**src/rtl/ram_arbiter_pkg.sv**
```systemverilog
// Shared definitions for the two-port RAM arbiter: controller states and
// arbitration-mode encodings.
package ram_arbiter_pkg;

    typedef enum logic [1:0] {
        ST_CLEAR = 2'd0,
        ST_RUN   = 2'd1,
        ST_LOCK0 = 2'd2,
        ST_LOCK1 = 2'd3
    } state_e;

    localparam int unsigned PRIO_RR    = 0;
    localparam int unsigned PRIO_FIXED = 1;

endpackage

```
**src/rtl/ram_arbiter_rr_arb2.sv**
```systemverilog
// Two-input picker: round-robin on a last-grant pointer, or fixed priority
// to input 0. The grant is combinational; only the pointer is stored.
module rr_arb2
    import ram_arbiter_pkg::*;
#(
    parameter int unsigned PRIO = PRIO_RR
) (
    input  logic       clk,
    input  logic       reset,
    input  logic [1:0] req_i,
    input  logic       en_i,
    output logic [1:0] gnt_c_o
);

    logic       last_q;
    logic [1:0] pick;

    // last_q == 1 means port 1 was granted most recently, so port 0 wins a tie
    always_comb begin
        pick = 2'b00;
        case (req_i)
            2'b01:   pick = 2'b01;
            2'b10:   pick = 2'b10;
            2'b11:   pick = ((PRIO == PRIO_FIXED) || last_q) ? 2'b01 : 2'b10;
            default: pick = 2'b00;
        endcase
    end

    assign gnt_c_o = pick & {2{en_i}};

    always_ff @(posedge clk) begin
        if (reset) begin
            last_q <= 1'b1;
        end else if (|gnt_c_o) begin
            last_q <= gnt_c_o[1];
        end
    end

endmodule

```
**src/rtl/ram_arbiter.sv**
```systemverilog
// Shares one single-port synchronous RAM between a CPU port and a loader port,
// with RMW locking and an optional zero-fill of the whole RAM after reset.
module ram_arbiter
    import ram_arbiter_pkg::*;
#(
    parameter int unsigned DWIDTH         = 16,
    parameter int unsigned AWIDTH         = 12,
    parameter int unsigned WORDS          = 4096,
    parameter int unsigned PRIO           = PRIO_RR,
    parameter int unsigned CLEAR_ON_RESET = 1
) (
    input  logic              clk,
    input  logic              reset,
    input  logic              req0,
    input  logic              req1,
    input  logic              we0,
    input  logic              we1,
    input  logic              lock0,
    input  logic              lock1,
    input  logic [AWIDTH-1:0] addr0,
    input  logic [AWIDTH-1:0] addr1,
    input  logic [DWIDTH-1:0] d0,
    input  logic [DWIDTH-1:0] d1,
    output logic              ack0,
    output logic              ack1,
    output logic              rvalid0,
    output logic              rvalid1,
    output logic [DWIDTH-1:0] q,
    output logic              busy,
    output logic              ram_load,
    output logic [AWIDTH-1:0] ram_addr,
    output logic [DWIDTH-1:0] ram_d,
    input  logic [DWIDTH-1:0] ram_q
);

    localparam logic [AWIDTH-1:0] LAST_ADDR = AWIDTH'(WORDS - 1);

    state_e            state_q;
    logic [AWIDTH-1:0] clr_cnt_q;
    logic [AWIDTH-1:0] ram_addr_q;
    logic [AWIDTH-1:0] ram_addr_d;
    logic              rvalid0_q;
    logic              rvalid1_q;
    logic [1:0]        arb_req;
    logic              arb_en;
    logic [1:0]        gnt;

    // A lock masks the other port out of arbitration entirely
    always_comb begin
        arb_req = 2'b00;
        case (state_q)
            ST_RUN:   arb_req = {req1, req0};
            ST_LOCK0: arb_req = {1'b0, req0};
            ST_LOCK1: arb_req = {req1, 1'b0};
            default:  arb_req = 2'b00;
        endcase
    end

    assign arb_en = ~reset & (state_q != ST_CLEAR);

    rr_arb2 #(
        .PRIO (PRIO)
    ) u_arb (
        .clk     (clk),
        .reset   (reset),
        .req_i   (arb_req),
        .en_i    (arb_en),
        .gnt_c_o (gnt)
    );

    assign ack0 = gnt[0];
    assign ack1 = gnt[1];

    // RAM-side mux; the address holds its last driven value when idle
    always_comb begin
        ram_addr_d = ram_addr_q;
        ram_d      = '0;
        ram_load   = 1'b0;
        if (state_q == ST_CLEAR) begin
            ram_addr_d = clr_cnt_q;
            ram_load   = ~reset;
        end else if (gnt[0]) begin
            ram_addr_d = addr0;
            ram_d      = d0;
            ram_load   = we0;
        end else if (gnt[1]) begin
            ram_addr_d = addr1;
            ram_d      = d1;
            ram_load   = we1;
        end
    end

    assign ram_addr = ram_addr_d;
    assign q        = ram_q;
    assign busy     = (state_q == ST_CLEAR);
    assign rvalid0  = rvalid0_q & ~reset;
    assign rvalid1  = rvalid1_q & ~reset;

    always_ff @(posedge clk) begin
        if (reset) begin
            state_q    <= (CLEAR_ON_RESET != 0) ? ST_CLEAR : ST_RUN;
            clr_cnt_q  <= '0;
            ram_addr_q <= '0;
            rvalid0_q  <= 1'b0;
            rvalid1_q  <= 1'b0;
        end else begin
            ram_addr_q <= ram_addr_d;
            rvalid0_q  <= gnt[0] & ~we0;
            rvalid1_q  <= gnt[1] & ~we1;
            case (state_q)
                ST_CLEAR: begin
                    clr_cnt_q <= clr_cnt_q + AWIDTH'(1);
                    if (clr_cnt_q == LAST_ADDR) begin
                        state_q <= ST_RUN;
                    end
                end
                ST_RUN: begin
                    if (gnt[0] && lock0) begin
                        state_q <= ST_LOCK0;
                    end else if (gnt[1] && lock1) begin
                        state_q <= ST_LOCK1;
                    end
                end
                // Leave on an unlocked access, or when the owner walks away
                ST_LOCK0: begin
                    if (!lock0 && (gnt[0] || !req0)) begin
                        state_q <= ST_RUN;
                    end
                end
                ST_LOCK1: begin
                    if (!lock1 && (gnt[1] || !req1)) begin
                        state_q <= ST_RUN;
                    end
                end
                default: state_q <= ST_RUN;
            endcase
        end
    end

endmodule

```
**config.mk**
```make
export PLATFORM = sky130hd
export DESIGN_NAME = ram_arbiter
export DESIGN_NICKNAME = d
export VERILOG_FILES = /design/src/rtl/ram_arbiter_pkg.sv /design/src/rtl/ram_arbiter_rr_arb2.sv /design/src/rtl/ram_arbiter.sv
export SDC_FILE = /design/constraint.sdc
export NUM_CORES = 1
export LEC_CHECK = 0
export CAP_MARGIN = 20
export CORE_MARGIN = 4
export CORE_UTILIZATION = 39
export DETAILED_ROUTE_END_ITERATION = 8
export GPL_TIMING_DRIVEN = 0
export PLACE_DENSITY = 0.86
export SLEW_MARGIN = 40
export SYNTH_ARGS = -nofsm -noshare
export SYNTH_HDL_FRONTEND = slang
export SYNTH_SLANG_ARGS = --single-unit
export TNS_END_PERCENT = 50
```
**constraint.sdc**
```tcl
create_clock -name clk -period 4.1 [get_ports clk]
set_input_delay 0.615 -clock clk [delete_from_list [all_inputs] [get_ports clk]]
set_output_delay 0.615 -clock clk [all_outputs]
set_load 0.02 [all_outputs]
```
* After elaboration in Yosys (flattened, before gate mapping)
Cells that the tools add are included.
Word-level totals: memory bits (writable) 0, word-level logic and storage cells 59, input bits 80, ROM bits 0, memories 0, output and inout port bits 50, register bits after elaboration 29, latch bits 0
Cells by class: multiply operators 0, reduce and logical (&&, ||, !) cells 14, order comparisons 0, eq/ne operators 11, shift-type cells 0, $add $sub $neg 1, div/mod/pow operators 0, bitwise operators 9, mux-type cells 18
Operators by type and width (count):
- 2-to-1 mux 16 bit | 3
- 2-to-1 mux 12 bit | 3
- adder 12 x 1 -> 12 bit, second input constant | 1
- equality test 12 bit, second input constant | 1
- 2-to-1 mux 2 bit | 6
- one-hot mux 2 bit (3 select lines) | 2
- equality test 2 bit, second input constant | 4
- one-hot mux 2 bit (4 select lines) | 1
- AND 1 bit | 5
- equality test 2 x 1 -> 1 bit, second input constant | 2
- logical AND 1 bit | 4
- zero test 1 bit | 4
- inequality test 2 bit, second input constant | 2
- AND reduction 4 bit | 1
- 2-to-1 mux 1 bit | 3
- inequality test 3 bit, second input constant | 1
- NOT 1 bit | 3
- AND 2 bit | 1
- zero test 2 bit | 1
- logical OR 1 bit | 2
- inequality test 2 x 1 -> 1 bit, second input constant | 1
- nonzero test 2 bit | 1
- OR reduction 2 bit | 1

* Depth between registers and ports, before layout
Gate-level depths: netlist (run 1).
depth after elaboration 9, gate-level depth with buffers 8, gate-level depth less buffers 6

* By module
A second synthesis (run 1) with hierarchy kept.
Unflattened totals: cell total of the unflattened synthesis 252, area, all modules 1921.8 um^2
Modules (own cells, without submodules):
- ram_arbiter | seq. area each 560.5 um^2, cells an instance 244, area each 1863.0 um^2, instances 1
- rr_arb2 | seq. area each 20.0 um^2, cells an instance 8, area each 58.8 um^2, instances 1

* Least setup slack after synthesis (run 1)
OpenSTA, ideal clock, no wires.
path type input to output, from in req0, to out ram_addr[5], path buffers 1, stages 5, data arrival time 1.850 ns, required time 3.485 ns, path slack 1.635 ns, cell sequence nand2_2 o2111ai_4 buf_12 mux2i_1 a211oi_1
On the way: longest elaborated chain between the ends 7, elaborated cells between the ends (all ways) 9, those cells by class 3 x eq/ne; 5 x mux; 1 x bitwise
Ends and longest elaborated chain:
- from (decl) | RTL line ram_arbiter.sv:14 | input logic req0,
- one-hot mux 2 bit (3 select lines) (*) | RTL line ram_arbiter.sv:51 | case (state_q)
- equality test 2 bit / equality test 2 x 1 -> 1 bit (equally long branches) | RTL line ram_arbiter_rr_arb2.sv:21 | case (req_i)
- one-hot mux 2 bit (3 select lines) (*) | RTL line ram_arbiter_rr_arb2.sv:21
- AND 2 bit (*) | RTL line ram_arbiter_rr_arb2.sv:29 | assign gnt_c_o = pick & {2{en_i}};
- 2-to-1 mux 12 bit | RTL line ram_arbiter.sv:86 | end else if (gnt[1]) begin
- 2-to-1 mux 12 bit (*) | RTL line ram_arbiter.sv:82 | end else if (gnt[0]) begin
- 2-to-1 mux 12 bit (*) | RTL line ram_arbiter.sv:79 | if (state_q == ST_CLEAR) begin
- to (decl) | RTL line ram_arbiter.sv:31 | output logic [AWIDTH-1:0] ram_addr,
Mark *: on every way between the ends. The rest lies on a longest branch, timed or not.

* Worst setup path after layout (run 1)
from in req0, to out ram_addr[8]
Same word-level chain as after synthesis.

==> impl_metrics.csv, run 1 <==
group,metric,value,unit
run_status,status,"completed",
timing,fin_worst_skew,8.587,ps
detailed_routing,drtIter0Drc,114,
yosys,ys_types,49,
worst_setup_path,crit_chain,"clkdlybuf4s50_1, nand2_2, o2111ai_4, buf_12, mux2i_1, a211oi_1, clkdlybuf4s50_1",
hold_path,hold_path_class,"flop to flop",
die,die_h,78.41,um
die,placeableCoreArea,0.004755,mm^2
timing,slew_headroom,51.62,%
die,start_util,40.66,%
finish,nNetsFinal,415,
power,seqPwrFrac,43.3,%
clock_network,clk_latency,290,ps
worst_setup_path,crit_slowest_cell,"clkdlybuf4s50_1",
finish,final_area,0.003234,mm^2
power,p_sw,0.1612,mW
power,leakagePower,1.289,nW
power,power_density,207.1,mW/mm^2
yosys,ys_warn_count,0,
clock_network,cts_buffer_depth,2,
clock_network,cts.sinks,29,
timing,fmax,281.3,MHz
worst_setup_path,critical-path-max-stage-delay,670,ps
clock_network,cts.clk_slew.worst_paths,60,ps
yosys,synth_fa_ha_area_share,0.6472,%
worst_setup_path,cpMostUsedCell,"clkdlybuf4s50_1",
power,internal_power,0.5085,mW
place,dp_hpwl,4992,um
timing,period_minus_slack,3555,ps
finish,layout_commonest_cell,"clkdlybuf4s50_1",
detailed_routing,drc,0,
finish,antenna_cells,0,
timing,worstMarginPinSlew,725.6,ps
timing,setup_violations,0,
yosys,synth_xor_area_share,3.625,%
finish,layout_common_cells,"clkdlybuf4s50_1 (113), nor2_1 (32), dfxtp_1 (29)",
worst_setup_path,worstPathMaxFanout,10,
power,p_comb_share,20.6,%
place,port_buffers,113,
timing,rsz0062_at_grt,"false",
detailed_routing,wl_per_cell,15.98,um
grt,grt_max_degree,11,
place,place_area,0.003148,mm^2
clock_network,cts_made_buffers,5,
die,ios,130,
yosys,synth_simple_gate_area_share,18.45,%
power,ir_drop,0.1736,mV
power,power_frac_clock,36.2,%
finish,layout-drive-gt1-share,16.47,%
yosys,synth-async-reset-ratio,0,%
clock_network,postCtsSetupRepairBufs,0,
yosys,ys_seq_area_share,30.03,%
place,gp_congestion,0.8020,
yosys,syn_area_per_cell,9.033,um^2
yosys,syn_nets,295,
yosys,synth_compound_area_share,28.61,%
detailed_routing,drt-total-wl,6406,um
detailed_routing,vias,2099,
detailed_routing,ant_nets,0,
yosys,synth_ff_type,"dfxtp_1",
clock_network,cts_resized,0,
timing,fin_tns_setup,0,ps
yosys,ys_seq_elements,29,
grt,grt_pass1_wl,10090,um
timing,slew_violations,0,
yosys,synth_edf_count,0,
detailed_routing,via_per_inst,5.234,
yosys,synthMuxAreaShare,5.696,%
worst_setup_path,cp-end-kind,"output pin",
grt,grt_pass1_vias,2115,
finish,final_util,68.03,%
timing,fin_crit_sh,86.70,%
yosys,synthesis.area,0.001933,mm^2
finish,nFillCells,398,
clock_network,cts_tree,"built",
worst_setup_path,worst-setup-path-type,"input port to output pin",
timing,hold_viol_final,0,
worst_setup_path,startpoint_type,"input port",
grt,grt.overflow.total,0,
yosys,synthCells,214,
worst_setup_path,worst_ep_arrival_time,2940,ps
grt,antenna_found_initial,0,
die,row_count,25,
power,p_sw_share,24.07,%
detailed_routing,first_pass_iters,4,
grt,track_usage,20.64,%
run,drv_cap,0,
yosys,synth_top_family_by_area,"compound AO/OA/AOI/OAI gates",
die,die_w,78.41,um
finish,syn2layout_area_growth,67.31,%
clock_network,h-tree-depth,2,
clock_network,cts_root_buffer,"clkbuf_8",
clock_network,ctsHoldBuffers,0,
die,dieArea,0.006147,mm^2
worst_setup_path,crit_required,3480,ps
## flip-flops by register name, summed over array words and instances (netlist names)
register / count
rvalid0_q: 1
rvalid1_q: 1
u_arb.last_q: 1
clr_cnt_q: 12
state_q: 2
ram_addr_q: 12
## metal layers
| layer | GRT usage [%] | part of all wire [%] | routed length [um] |
|---|---|---|---|
| met4 | 6.993 | 1.7 | 110 |
| met1 | 22.32 | 40 | 2537 |
| met2 | 38.36 | 51 | 3244 |
| met3 | 5.734 | 8.0 | 513 |
| met5 | 0 | 0 | 0 |
## critical path: cells and delay by family
kind | cells | cell delay, ps
multiplexers | 1 | 120
buffers and inverters | 3 | 1410
AO/OA/AOI/OAI | 2 | 690
AND/OR/NAND/NOR | 1 | 100
## stage by stage
stage	cells	hold WS, ps	power (mW)	setup WS (ps)
finish	401	501.4	0.6697	545.2
global route	401	536.2	0.6928	445.1
global placement	394	482.9	0.4308	615.2
CTS	401	497.3	0.6748	570.1
floorplan	214	462.1	0.3426	1635
detailed placement	394	487.8	0.4329	548.5
## final timing paths
| check | startpoint | endpoint | slack, ps | depth (start not counted) |
|---|---|---|---|---|
| min reg2reg | clr_cnt_q[1] | clr_cnt_q[1] | 500 | 2 |
| min | clr_cnt_q[1] | clr_cnt_q[1] | 500 | 2 |
| max | req0 | ram_addr[8] | 550 | 7 |
| max reg2reg | state_q[1] | state_q[0] | 2390 | 8 |
## power by group through the flow
stage                     Clock (mW)  Sequential, mW  Combinational (mW)
after detailed placement           0           0.296               0.137
after CTS                      0.247           0.290               0.138
final                          0.242           0.290               0.138
after global placement             0           0.296               0.135
after global routing           0.257           0.290               0.146
after floorplan                    0           0.295              0.0477
## logic make-up (layout without fill, tap and decap cells)
kind of cell    Yosys count  after routing
mux                      11             11
compound gates           60             60
simple gates             68             68
flops                    29             29
xor+xnor                  8              8
buf+inv                  37            157
fa+ha+maj                 1              1
## area by class of cell
cell class	instances	area [um^2]	share of cell area, %
Timing Repair Buffer	113	1131	34.97
Multi-Input combinational cell	148	1102	34.08
Sequential cell	29	580.6	17.95
Buffer	30	219.0	6.770
Clock buffer	7	86.33	2.669
Tap cell	67	83.83	2.592
Inverter	7	31.28	0.9671
## cells in the mapped netlist, types with 2 or more instances
| cell | instances | area share, % |
|---|---|---|
| buf_6 | 2 | 1.2 |
| xor2_1 | 4 | 1.8 |
| a22o_1 | 16 | 7.2 |
| a21oi_1 | 8 | 2.1 |
| mux2i_1 | 11 | 5.7 |
| buf_4 | 19 | 7.4 |
| dfxtp_1 | 29 | 30 |
| nand2_1 | 8 | 1.6 |
| nor2b_1 | 4 | 1.3 |
| nand3_1 | 6 | 1.6 |
| a2111oi_2 | 10 | 7.8 |
| inv_1 | 5 | 0.97 |
| buf_2 | 3 | 0.78 |
| or3_1 | 4 | 1.3 |
| a211oi_1 | 11 | 4.3 |
| xnor2_1 | 4 | 1.8 |
| clkbuf_1 | 3 | 0.58 |
| nor2_1 | 32 | 6.2 |
| o21ai_0 | 4 | 1.0 |
| buf_1 | 2 | 0.39 |
Note: power is estimated with default switching activity, not from simulation.
==> run 2: changes to the inputs <==
--- a/config.mk
+++ b/config.mk
@@ -5,6 +5,7 @@
 export SDC_FILE = /design/constraint.sdc
 export NUM_CORES = 1
 export LEC_CHECK = 0
+export ABC_AREA = 1
 export CAP_MARGIN = 20
 export CORE_MARGIN = 4
 export CORE_UTILIZATION = 39
==> run 2 against run 1 <==
  * Critical endpoint is now ram_d[8]
  * Critical path depth is 1 higher
  * Synthesized cell count is 27% higher
  * Largest cell class unchanged
  * Fmax is 1.5% higher
  * Critical path type unchanged
==> impl_metrics.csv, run 2 <==
group,metric,value,unit
run_status,status,"completed",
detailed_routing,drc,0,
power,p_sw,0.1541,mW
power,p_sw_share,23.36,%
timing,slew_violations,0,
finish,layout_common_cells,"clkdlybuf4s50_1 (113), nand2_1 (62), dfxtp_1 (29)",
place,dp_hpwl,5406,um
timing,slew_headroom,66.56,%
clock_network,cts_tree,"built",
detailed_routing,via_per_inst,4.889,
place,port_buffers,113,
power,power_density,204.3,mW/mm^2
timing,hold_viol_final,0,
die,die_h,78.29,um
yosys,synth-async-reset-ratio,0,%
die,row_count,25,
yosys,synthesis.area,0.001927,mm^2
hold_path,hold_path_class,"flop to flop",
power,leakagePower,1.380,nW
place,gp_congestion,0.8731,
detailed_routing,wl_per_cell,14.58,um
timing,rsz0062_at_grt,"false",
power,p_comb_share,20.1,%
die,start_util,40.53,%
timing,setup_violations,0,
grt,grt_max_degree,11,
detailed_routing,drt-total-wl,6679,um
yosys,synth_largest_area_cell,"dfxtp_1",
power,ir_drop,0.1541,mV
grt,grt_pass1_vias,2143,
finish,layout-drive-gt1-share,15.60,%
detailed_routing,ant_nets,0,
clock_network,clk_latency,280,ps
run,drv_cap,0,
clock_network,cts_made_buffers,5,
finish,syn2layout_area_growth,67.53,%
detailed_routing,drtIter0Drc,57,
die,placeableCoreArea,0.004755,mm^2
timing,period_minus_slack,3502,ps
yosys,yosysMostFrequentCell,"nand2_1",
timing,fin_worst_skew,4.468,ps
clock_network,cts.clk_slew.worst_paths,60,ps
worst_setup_path,startpoint_type,"input port",
clock_network,cts.sinks,29,
finish,antenna_cells,0,
yosys,ys_seq_area_share,30.13,%
worst_setup_path,worst_ep_arrival_time,2890,ps
finish,nNetsFinal,472,
yosys,syn_area_per_cell,7.110,um^2
yosys,synth_edf_count,0,
power,internal_power,0.5056,mW
power,seqPwrFrac,43.9,%
timing,fin_tns_setup,0,ps
clock_network,h-tree-depth,2,
timing,fmax,285.6,MHz
die,ios,130,
timing,fin_crit_sh,85.41,%
clock_network,ctsHoldBuffers,0,
grt,grt_pass1_wl,10350,um
worst_setup_path,crit_required,3480,ps
die,dieArea,0.006129,mm^2
yosys,synth_commonest_cells,"nand2_1 (62), dfxtp_1 (29), a21oi_1 (21), nor2_1 (21), buf_4 (20)",
grt,grt.overflow.total,0,
finish,final_util,67.89,%
yosys,synthCells,271,
detailed_routing,first_pass_iters,5,
yosys,synth_ff_type,"dfxtp_1",
timing,worstMarginPinSlew,501.6,ps
yosys,ys_seq_elements,29,
worst_setup_path,worst-setup-path-type,"input port to output pin",
clock_network,postCtsSetupRepairBufs,0,
clock_network,cts_root_buffer,"clkbuf_8",
clock_network,cts_buffer_depth,2,
die,die_w,78.29,um
worst_setup_path,cp-end-kind,"output pin",
grt,antenna_found_initial,0,
finish,layout_commonest_cell,"clkdlybuf4s50_1",
yosys,synth_top_area_share,30.13,%
detailed_routing,vias,2239,
timing,worst_hold_slack,466.2,ps
grt,track_usage,21.41,%
yosys,synthTopCellsByArea,"dfxtp_1 (30%), nand2_1 (12%), buf_4 (7.8%), a22o_1 (7.3%), a21oi_1 (5.5%)",
worst_setup_path,worstPathMaxFanout,10,
yosys,syn_nets,352,
power,power_frac_clock,35.9,%
clock_network,cts_resized,0,
finish,largestRegisters,"clr_cnt_q x12, ram_addr_q x12, state_q x2",
yosys,ys_warn_count,0,
yosys,ys_types,36,
run 2: layout make-up:
| cell class | count | area, um^2 |
|---|---|---|
| fillers | 408 | 1526 |
| repair buffers | 113 | 1131 |
| multi-input cells | 186 | 1013 |
| flip-flops and latches | 29 | 580.6 |
| plain buffers | 30 | 232.7 |
| inverters | 26 | 100.1 |
| clock buffers | 7 | 86.33 |
| well taps | 67 | 83.83 |
run 2: cells by family (layout without fill, tap and decap cells):
kind of cell | count (synthesis) | in the layout | share of synthesized area, %
xor+xnor | 1 | 1 | 0.4546
simple gates | 122 | 122 | 29.55
flops | 29 | 29 | 30.13
compound gates | 62 | 62 | 21.95
buf+inv | 56 | 176 | 17.27
fa+ha+maj | 1 | 1 | 0.6492
run 2: power groups by stage:
stage / registers, mW / logic [mW] / clock network, mW
3_3_place_gp: 0.296 / 0.131 / 0
5_1_grt: 0.290 / 0.140 / 0.253
3_5_place_dp: 0.296 / 0.132 / 0
6_report: 0.290 / 0.133 / 0.237
2_1_floorplan: 0.295 / 0.0421 / 0
4_1_cts: 0.290 / 0.133 / 0.239
run 2: per-layer routing:
layer  vias to the layer above  wire length (um)  track usage (%)  part of all wire [%]
met4                         0                71            6.119                   1.1
met1                      1022              2748            25.62                    41
met3                         8               574            5.963                   8.6
li1                       1117                 -                -                     -
met5                         -                 0                0                     0
met2                        92              3284            37.33                    49
run 2: final timing paths:
| path | end | slack, ps | startpoint | cells past startpoint |
|---|---|---|---|---|
| worst min register to register | clr_cnt_q[10] | 470 | clr_cnt_q[10] | 2 |
| worst min-delay path | clr_cnt_q[10] | 470 | clr_cnt_q[10] | 2 |
| worst max-delay path | ram_d[8] | 600 | reset | 8 |
| worst max register to register | ram_addr_q[8] | 2540 | state_q[0] | 8 |
run 2: stage by stage:
| step | area [um^2] | power [mW] | setup WS (ps) | instances |
|---|---|---|---|---|
| after floorplan | 1927 | 0.3369 | 1863 | 271 |
| after global placement | 3142 | 0.4262 | 586.1 | 451 |
| after detailed placement | 3142 | 0.4282 | 591.3 | 451 |
| after CTS | 3228 | 0.6617 | 596.5 | 458 |
| after global routing | 3228 | 0.6828 | 480.5 | 458 |
| final | 3228 | 0.6596 | 598.2 | 458 |
run 2: worst max-delay path: stages:
cell             delay (ps)
clkdlybuf4s50_1         650
nor2_4                  230
nand3_2                 100
inv_2                   150
buf_4                   200
buf_4                   190
a22o_1                  150
clkdlybuf4s50_1         610
==> run 3: changes to the inputs <==
--- a/config.mk
+++ b/config.mk
@@ -8,10 +8,11 @@
 export ABC_AREA = 1
 export CAP_MARGIN = 20
 export CORE_MARGIN = 4
-export CORE_UTILIZATION = 39
+export CORE_UTILIZATION = 68
 export DETAILED_ROUTE_END_ITERATION = 8
+export DONT_BUFFER_PORTS = 1
 export GPL_TIMING_DRIVEN = 0
-export PLACE_DENSITY = 0.86
+export PLACE_DENSITY = 0.83
 export SLEW_MARGIN = 40
 export SYNTH_ARGS = -nofsm -noshare
 export SYNTH_HDL_FRONTEND = slang
==> run 3 against run 2 <==
  * Total power fell by 18%
  * Flip-flop and latch count did not move
  * Setup slack improved by 910 ps
  * Utilization rose by 6.6 points
  * Count of clock-buffer cells in the layout did not move
  * Sequential share of layout area rose by 11 points
  * Fmax rose by 35%
  * Clock skew rose by 0.63 ps
  * Via count fell by 21%
  * Sequential power barely moved
  * Die area fell by 39%
==> impl_metrics.csv, run 3 (synthesis results as in run 2) <==
group,metric,value,unit
grt,track_usage,26.71,%
clock_network,cts_buffer_depth,2,
worst_setup_path,crit_required,3480,ps
timing,setup_violations,0,
place,dp_cells,302,
worst_setup_path,worstPathMaxFanout,10,
clock_network,cts_resized,0,
clock_network,cts_made_buffers,5,
die,start_util,70.48,%
place,gp_congestion,0.8138,
worst_setup_path,crit_chain,"buf_6, nor2_2, buf_4, inv_2, buf_2, o21ai_0",
clock_network,clk_latency,320,ps
hold_path,hold_path_class,"input port to flop",
timing,fin_worst_skew,5.098,ps
timing,worstMarginPinSlew,665.5,ps
timing,fmax,385.7,MHz
power,power_density,264.4,mW/mm^2
worst_setup_path,worst_ep_arrival_time,1980,ps
detailed_routing,drc,0,
finish,layout-drive-gt1-share,22.58,%
detailed_routing,drtIter0Drc,96,
detailed_routing,dr_wl_met2,2632,um
timing,worst_slack,1507,ps
worst_setup_path,worstPathBufferInverterCount,4,
finish,nNetsFinal,359,
timing,slew_violations,0,
place,port_buffers,0,
run_status,status,"completed",
worst_setup_path,critical-path-max-stage-delay,550,ps
place,place_area,0.001966,mm^2
detailed_routing,via_per_inst,5.700,
finish,final_area,0.002036,mm^2
finish,layout_commonest_cell,"nand2_1",
detailed_routing,first_pass_iters,4,
worst_setup_path,path_delay_family,"buffers and inverters",
worst_setup_path,startpoint_type,"flop",
die,row_count,19,
timing,rsz0062_at_grt,"false",
die,die_h,61.23,um
clock_network,cts.sinks,29,
timing,fin_crit_sh,63.23,%
clock_network,cts_root_buffer,"clkbuf_4",
die,ios,130,
detailed_routing,drt-total-wl,5235,um
place,place_ws,1695,ps
worst_setup_path,worst-setup-path-type,"flop to output pin",
detailed_routing,ant_nets,0,
finish,layout_common_cells,"nand2_1 (62), dfxtp_1 (29), a21oi_1 (21), nor2_1 (21), buf_4 (20)",
power,leakagePower,0.9504,nW
die,placeableCoreArea,0.002734,mm^2
timing,period_minus_slack,2593,ps
finish,antenna_cells,0,
die,die_w,61.23,um
timing,hold_viol_final,0,
finish,syn2layout_area_growth,5.649,%
detailed_routing,wl_per_cell,16.89,um
detailed_routing,met1_length,2011,um
grt,grt.overflow.total,0,
timing,slew_headroom,55.17,%
grt,grt_pass1_wl,7334,um
clock_network,h-tree-depth,2,
die,dieArea,0.003749,mm^2
grt,grt_max_degree,11,
detailed_routing,vias,1767,
timing,fin_tns_setup,0,ps
clock_network,cts_tree,"built",
grt,grt_pass1_vias,1544,
finish,final_cells,310,
detailed_routing,top_layer,"met4",
run,drv_cap,0,
detailed_routing,route.met3.wl,549,um
clock_network,postCtsSetupRepairBufs,0,
clock_network,ctsHoldBuffers,0,
grt,antenna_found_initial,0,
worst_setup_path,cp-end-kind,"output pin",
place,dp_hpwl,4177,um
worst_setup_path,crit_slowest_cell,"o21ai_0",
finish,nFillCells,248,
timing,worst_hold_slack,343.8,ps
clock_network,cts.clk_slew.worst_paths,90,ps
finish,largestRegisters,"clr_cnt_q x12, ram_addr_q x12, state_q x2",
power,ir_drop,0.2931,mV
## run 3: final timing paths
path	start	endpoint	slack [ps]	depth (start not counted)
hold / removal	we0	rvalid0_q	340	1
setup reg to reg	state_q[1]	ram_addr_q[11]	2350	7
hold reg to reg	clr_cnt_q[11]	clr_cnt_q[11]	480	2
setup / recovery	state_q[0]	ram_load	1510	6
## run 3: area by class of cell
cell class / instances / area (um^2) / area share [%]
tap: 31 / 38.79 / 1.905
clock buffer: 7 / 65.06 / 3.196
sequential: 29 / 580.6 / 28.52
multi-input combinational: 186 / 1013 / 49.78
clock inverter: 1 / 5.005 / 0.2459
inverter: 26 / 100.1 / 4.917
buffer: 30 / 232.7 / 11.43
## run 3: metrics by stage
step	total power, mW	utilization [%]
after floorplan	0.3369	-
after global placement	0.3422	71.90
after detailed placement	0.3430	71.90
after CTS	0.5391	74.46
after global routing	0.5609	74.46
final	0.5381	74.46
## run 3: where the power goes
group / internal (mW) / switching [mW] / leakage, nW
clock: 0.0993 / 0.102 / 0.0413
sequential: 0.285 / 0.00396 / 0.235
combinational: 0.0175 / 0.0296 / 0.675
total: 0.402 / 0.136 / 0.950
## run 3: metal layers
metal / up-vias / track usage (%)
met4: 0 / 6.502
met5: - / 0
met2: 95 / 44.71
met3: 5 / 8.386
met1: 765 / 33.42
li1: 902 / -
